## config.mk

```make
export PLATFORM = sky130hd
export DESIGN_NAME = uart_boot_loader
export DESIGN_NICKNAME = d
export VERILOG_FILES = /design/src/rtl/uart_boot_loader.sv
export SDC_FILE = /design/constraint.sdc
export NUM_CORES = 1
export LEC_CHECK = 0
export BUFFER_PORTS_ARGS = -buffer_cell sky130_fd_sc_hd__buf_2
export CAP_MARGIN = 10
export CORE_UTILIZATION = 25
export DETAILED_ROUTE_END_ITERATION = 8
export GPL_ROUTABILITY_DRIVEN = 0
export PLACE_DENSITY = 0.47
export SYNTH_ARGS = -nofsm -noshare
export SYNTH_HDL_FRONTEND = slang
export SYNTH_SLANG_ARGS = --single-unit
```

## constraint.sdc

```tcl
create_clock -name clk -period 9.87 [get_ports clk]
set_clock_uncertainty 0.05 [all_clocks]
set_input_delay 1.974 -clock clk [delete_from_list [all_inputs] [get_ports clk]]
set_output_delay 1.974 -clock clk [all_outputs]
set_load 0.005 [all_outputs]
```

## src/rtl/uart_boot_loader.sv

```systemverilog
// Boot-side UART loader: announces with SYNC_BYTE, receives size + program into imem words,
// sends READY_BYTE, then buffers stdin bytes in a first-word-fall-through FIFO.
module uart_boot_loader #(
    parameter int          IMEM_ADDR_W = 14,
    parameter int          FIFO_DEPTH  = 16,
    parameter logic [7:0]  SYNC_BYTE   = 8'h99,
    parameter logic [7:0]  READY_BYTE  = 8'hAA
) (
    input  logic                   clk,
    input  logic                   reset_n,
    input  logic [7:0]             rx_rdata,
    input  logic                   rx_rdata_ready,
    input  logic                   rx_ferr,
    output logic [7:0]             tx_sdata,
    output logic                   tx_start,
    input  logic                   tx_busy,
    output logic                   imem_we,
    output logic [IMEM_ADDR_W-1:0] imem_addr,
    output logic [31:0]            imem_wdata,
    output logic                   boot_done,
    output logic [7:0]             stdin_rdata,
    output logic                   stdin_valid,
    input  logic                   stdin_pop,
    output logic                   err
);
    localparam int          PW       = $clog2(FIFO_DEPTH);
    localparam logic [32:0] CAPACITY = 33'd4 << IMEM_ADDR_W;

    localparam logic [2:0] S_SYNC  = 3'd0;
    localparam logic [2:0] S_SIZE  = 3'd1;
    localparam logic [2:0] S_PROG  = 3'd2;
    localparam logic [2:0] S_READY = 3'd3;
    localparam logic [2:0] S_RUN   = 3'd4;

    logic [2:0]  state;
    logic        tx_guard;
    logic [1:0]  size_idx;
    logic [31:0] size;
    logic [31:0] count;
    logic [31:0] word_buf;
    logic [7:0]  mem [FIFO_DEPTH];
    logic [PW:0] wr_ptr;
    logic [PW:0] rd_ptr;

    logic        rx_ok;
    logic        can_send;
    logic [31:0] size_next;
    logic [31:0] count_next;
    logic [1:0]  lane;
    logic [31:0] word_next;
    logic        fifo_empty;
    logic        fifo_full;
    logic        pop;
    logic        push;

    assign rx_ok      = rx_rdata_ready && !rx_ferr;
    // UART_TX reports busy one cycle late; the guard covers that gap.
    assign can_send   = !tx_busy && !tx_guard;
    assign size_next  = {rx_rdata, size[31:8]};
    assign count_next = count + 32'd1;
    assign lane       = count[1:0];
    assign word_next  = (lane == 2'd0) ? {24'd0, rx_rdata}
                                       : (word_buf | ({24'd0, rx_rdata} << {lane, 3'b000}));

    assign fifo_empty  = (wr_ptr == rd_ptr);
    assign fifo_full   = (wr_ptr[PW] != rd_ptr[PW]) && (wr_ptr[PW-1:0] == rd_ptr[PW-1:0]);
    assign pop         = stdin_pop && !fifo_empty;
    assign push        = (state == S_RUN) && rx_ok && (!fifo_full || pop);
    assign stdin_valid = !fifo_empty;
    assign stdin_rdata = fifo_empty ? 8'd0 : mem[rd_ptr[PW-1:0]];

    always_ff @(posedge clk) begin
        if (push) mem[wr_ptr[PW-1:0]] <= rx_rdata;
    end

    always_ff @(posedge clk or negedge reset_n) begin
        if (!reset_n) begin
            state      <= S_SYNC;
            tx_guard   <= 1'b0;
            tx_start   <= 1'b0;
            tx_sdata   <= 8'd0;
            imem_we    <= 1'b0;
            imem_addr  <= '0;
            imem_wdata <= 32'd0;
            boot_done  <= 1'b0;
            err        <= 1'b0;
            size_idx   <= 2'd0;
            size       <= 32'd0;
            count      <= 32'd0;
            word_buf   <= 32'd0;
            wr_ptr     <= '0;
            rd_ptr     <= '0;
        end else begin
            tx_start <= 1'b0;
            tx_guard <= 1'b0;
            imem_we  <= 1'b0;
            if (rx_rdata_ready && rx_ferr) err <= 1'b1;
            if (pop)  rd_ptr <= rd_ptr + 1'b1;
            if (push) wr_ptr <= wr_ptr + 1'b1;
            if ((state == S_RUN) && rx_ok && fifo_full && !pop) err <= 1'b1;

            case (state)
                S_SYNC: begin
                    if (tx_start) begin
                        state <= S_SIZE;
                    end else if (can_send) begin
                        tx_start <= 1'b1;
                        tx_sdata <= SYNC_BYTE;
                        tx_guard <= 1'b1;
                    end
                end
                S_SIZE: begin
                    if (rx_ok) begin
                        size     <= size_next;
                        size_idx <= size_idx + 2'd1;
                        if (size_idx == 2'd3) begin
                            count <= 32'd0;
                            state <= (size_next == 32'd0) ? S_READY : S_PROG;
                            if ({1'b0, size_next} > CAPACITY) err <= 1'b1;
                        end
                    end
                end
                S_PROG: begin
                    if (rx_ok) begin
                        word_buf <= word_next;
                        count    <= count_next;
                        // Full word, or the zero-padded tail of the image; nothing past capacity.
                        if (((lane == 2'd3) || (count_next == size)) && ({1'b0, count} < CAPACITY)) begin
                            imem_we    <= 1'b1;
                            imem_addr  <= count[IMEM_ADDR_W+1:2];
                            imem_wdata <= word_next;
                        end
                        if (count_next == size) state <= S_READY;
                    end
                end
                S_READY: begin
                    if (tx_start) begin
                        state     <= S_RUN;
                        boot_done <= 1'b1;
                    end else if (can_send) begin
                        tx_start <= 1'b1;
                        tx_sdata <= READY_BYTE;
                        tx_guard <= 1'b1;
                    end
                end
                default: ;
            endcase
        end
    end
endmodule

```

==> out/qor.yml <==
timing:
  finalSetupTns_ns: 0
  timing.final.max_slew_violations: 0
  fin_crit_ns: 4.97
  max_clock_freq_mhz: 201
  rsz0062_at_grt: "false"
  worst_slew_pin_slew_ns: 1.11
  relSlewSlack: 0.254
  finalHoldViolations: 0
  period_share: 0.504
  report.final.setup_viol: 0
clock_tree:
  root_buffer: "clkbuf_16"
  cts.clk_slew.worst_paths_ns: 0.06
  cts_hold_buf: 0
  cts.sinks: 292
  cts_buffers: 35
  clockBufferDepth: 3
  cts_tree: "built"
  ctsResizeCount: 0
  cts.htree.levels: 2
  postCtsSetupBuffers: 0
  clk_latency_ns: 0.55
setup_path:
  critPathKind: "flop to primary output"
  r2r_cells: 9
  critical-path-top-delay-family: "flip-flops"
  startpoint_type: "flop"
  end_kind: "primary output"
  cp_max_fo: 36
  crit_buf_inv: 2
  cp_slowest_cell: "dfrtp_2"
  cp.required_ns: 7.85
  path_depth: 5
  cp_cell_sequence: "xnor2_1 -> nand4_1 -> nor2b_1 -> inv_1 -> buf_2"
  crit_arrival_ns: 2.95
  slowest_delay_ns: 1.02
worst_hold_path:
  hold_depth: 1
  hold_class: "flop to flop"
power:
  irDropWorstVdd_mv: 0.114
  p_leak_uw: 0.00637
  power_uw: 3710
  p_per_area_nw_per_um2: 237
synth:
  synth_top_area_cell: "dfrtp_1"
  ys_types: 59
  yosys_warnings: 0
  netlist_instances: 1053
  synthArstFlopShare: 0.562
  synth-main-ff-cell: "dfrtp_1"
  synth_edf_count: 128
  seq_area_frac_synth: 0.589
  synthesis.area_sq_um: 13500
  ys_ff_latch: 292
  synth_top_area_frac: 0.304
  syn_area_per_cell_sq_um: 12.8
  yosys-top-cells-area: "dfrtp_1 (30%), edfxtp_1 (28%), mux4_2 (6.7%)"
die:
  dieArea_sq_um: 54900
  fp.dieW_microns: 234
  die_h_microns: 234
  initial_core_util: 0.255
  core_area_sq_um: 53000
  fp-row-count: 84
  ioPinCount: 81
cells_and_area:
  mostFrequentLayoutCell: "dfrtp_1"
  diodes: 0
  drive_gt1_frac: 0.237
  layout.nets: 1123
  final_cell_mix: "dfrtp_1 (162), edfxtp_1 (128), nor2_1 (93)"
  area.growth.synth_to_final_pct: 16.1
global_route:
  grt_usage: 0.129
  grt_use_met3: 0.0282
  grt_pass1_vias: 8672
  overflow: 0
  grt_max_degree: 93
  grt_pass1_wl_mm: 54.0
  antenna_found_initial: 0
  met2_usage: 0.208
  use_met1: 0.175
  grt-busiest-layer: "met2"
routing:
  ant_nets: 0
  drt_iter0_drc: 553
  drtPass1Iterations: 5
  routed-via-count: 8453
  drc: 0
  vias_per_cell: 4.65
  routed_wl_mm: 34.6
  wl_per_cell_microns: 19.1
place:
  io_buffers: 78
  hpwl_mm: 22.6
outcome:
  status: "completed"
run:
  maxCapViolations: 0
==> path summary, 6_finish.rpt <==
| check | startpoint | end | slack (ns) |
|---|---|---|---|
| min in group asynchronous | reset_n | imem_addr[10]$_DFFE_PN0P_ | 1.47 |
| max reg2reg | count[4]$_DFFE_PN0P_ | imem_wdata[23]$_DFFE_PN0P_ | 5.37 |
| max | rd_ptr[1]$_DFFE_PN0P_ | stdin_valid | 4.90 |
| min reg2reg | err$_DFF_PN0_ | err$_DFF_PN0_ | 0.41 |
| max in group asynchronous | reset_n | rd_ptr[0]$_DFFE_PN0P_ | 6.64 |
| min | err$_DFF_PN0_ | err$_DFF_PN0_ | 0.41 |
==> per-stage QoR <==
step	util	area [sq um]	worst slack [ns]	instances	hold WS (ns)
final	0.296	15700	4.90	1816	0.412
after global routing	0.296	15700	4.63	1816	0.445
after CTS	0.296	15700	4.82	1816	0.421
after detailed placement	0.273	14500	5.04	1752	0.407
after global placement	0.273	14500	5.06	1752	0.397
after floorplan	-	13500	5.46	1054	0.398
==> per-layer routing <==
| layer | share of wire | wire (microns) |
|---|---|---|
| met1 | 0.47 | 16200 |
| met2 | 0.48 | 16500 |
| met3 | 0.040 | 1390 |
| met5 | 0 | 0 |
| met4 | 0.017 | 578 |
==> sequential cells by signal (all words and copies together) (netlist names) <==
name / flops
boot_done: 1
count: 32
err: 1
imem_addr: 14
imem_wdata: 32
imem_we: 1
mem: 128
rd_ptr: 5
size: 32
size_idx: 2
state: 3
tx_guard: 1
tx_sdata: 3
word_buf: 32
wr_ptr: 5
==> final cells by class <==
class / count / area, sq um
inverters: 23 / 86.3
well taps: 688 / 861
fillers: 5422 / 37300
multi-input cells: 662 / 5110
clock buffers: 41 / 908
flip-flops and latches: 292 / 7950
clock inverters: 23 / 298
repair buffers: 87 / 464
==> report_power, final <==
| part | total (uW) | internal [uW] | switching [uW] |
|---|---|---|---|
| Clock | 1360 | 807 | 550 |
| Combinational | 810 | 427 | 384 |
| Sequential | 1540 | 1400 | 144 |
| Total | 3710 | 2630 | 1080 |
==> synth_stat cells (3+ instances only) <==
cell type / count
nor3_1: 14
and2_0: 3
mux2_1: 5
and3b_1: 3
xor2_1: 16
dfrtp_1: 164
o21ai_0: 70
nand3_1: 19
buf_1: 7
and4_1: 3
edfxtp_1: 128
o41ai_1: 3
a21oi_1: 59
inv_1: 23
or3_1: 4
clkbuf_1: 53
mux2_2: 33
nand2_1: 58
buf_4: 6
nor2_1: 93
or4_1: 8
o31ai_1: 15
xnor2_1: 46
ha_1: 8
nand4_1: 17
and2_1: 24
nand2b_1: 7
and3_1: 7
buf_2: 4
nor4_1: 17
buf_6: 6
a31oi_1: 7
mux2_4: 40
nor2b_1: 12
o2111ai_1: 3
mux4_2: 40
==> cells by family after synthesis <==
group	Yosys count	synth area share
buffers and inverters	100	0.0333
adder cells (fa/ha/maj)	8	0.00741
other	1	0.000278
flip-flops	292	0.589
AND/OR/NAND/NOR	296	0.110
multiplexers	119	0.144
XOR/XNOR	62	0.0402
AO/OA/AOI/OAI	175	0.0765
(Power assumes the default switching activity.)
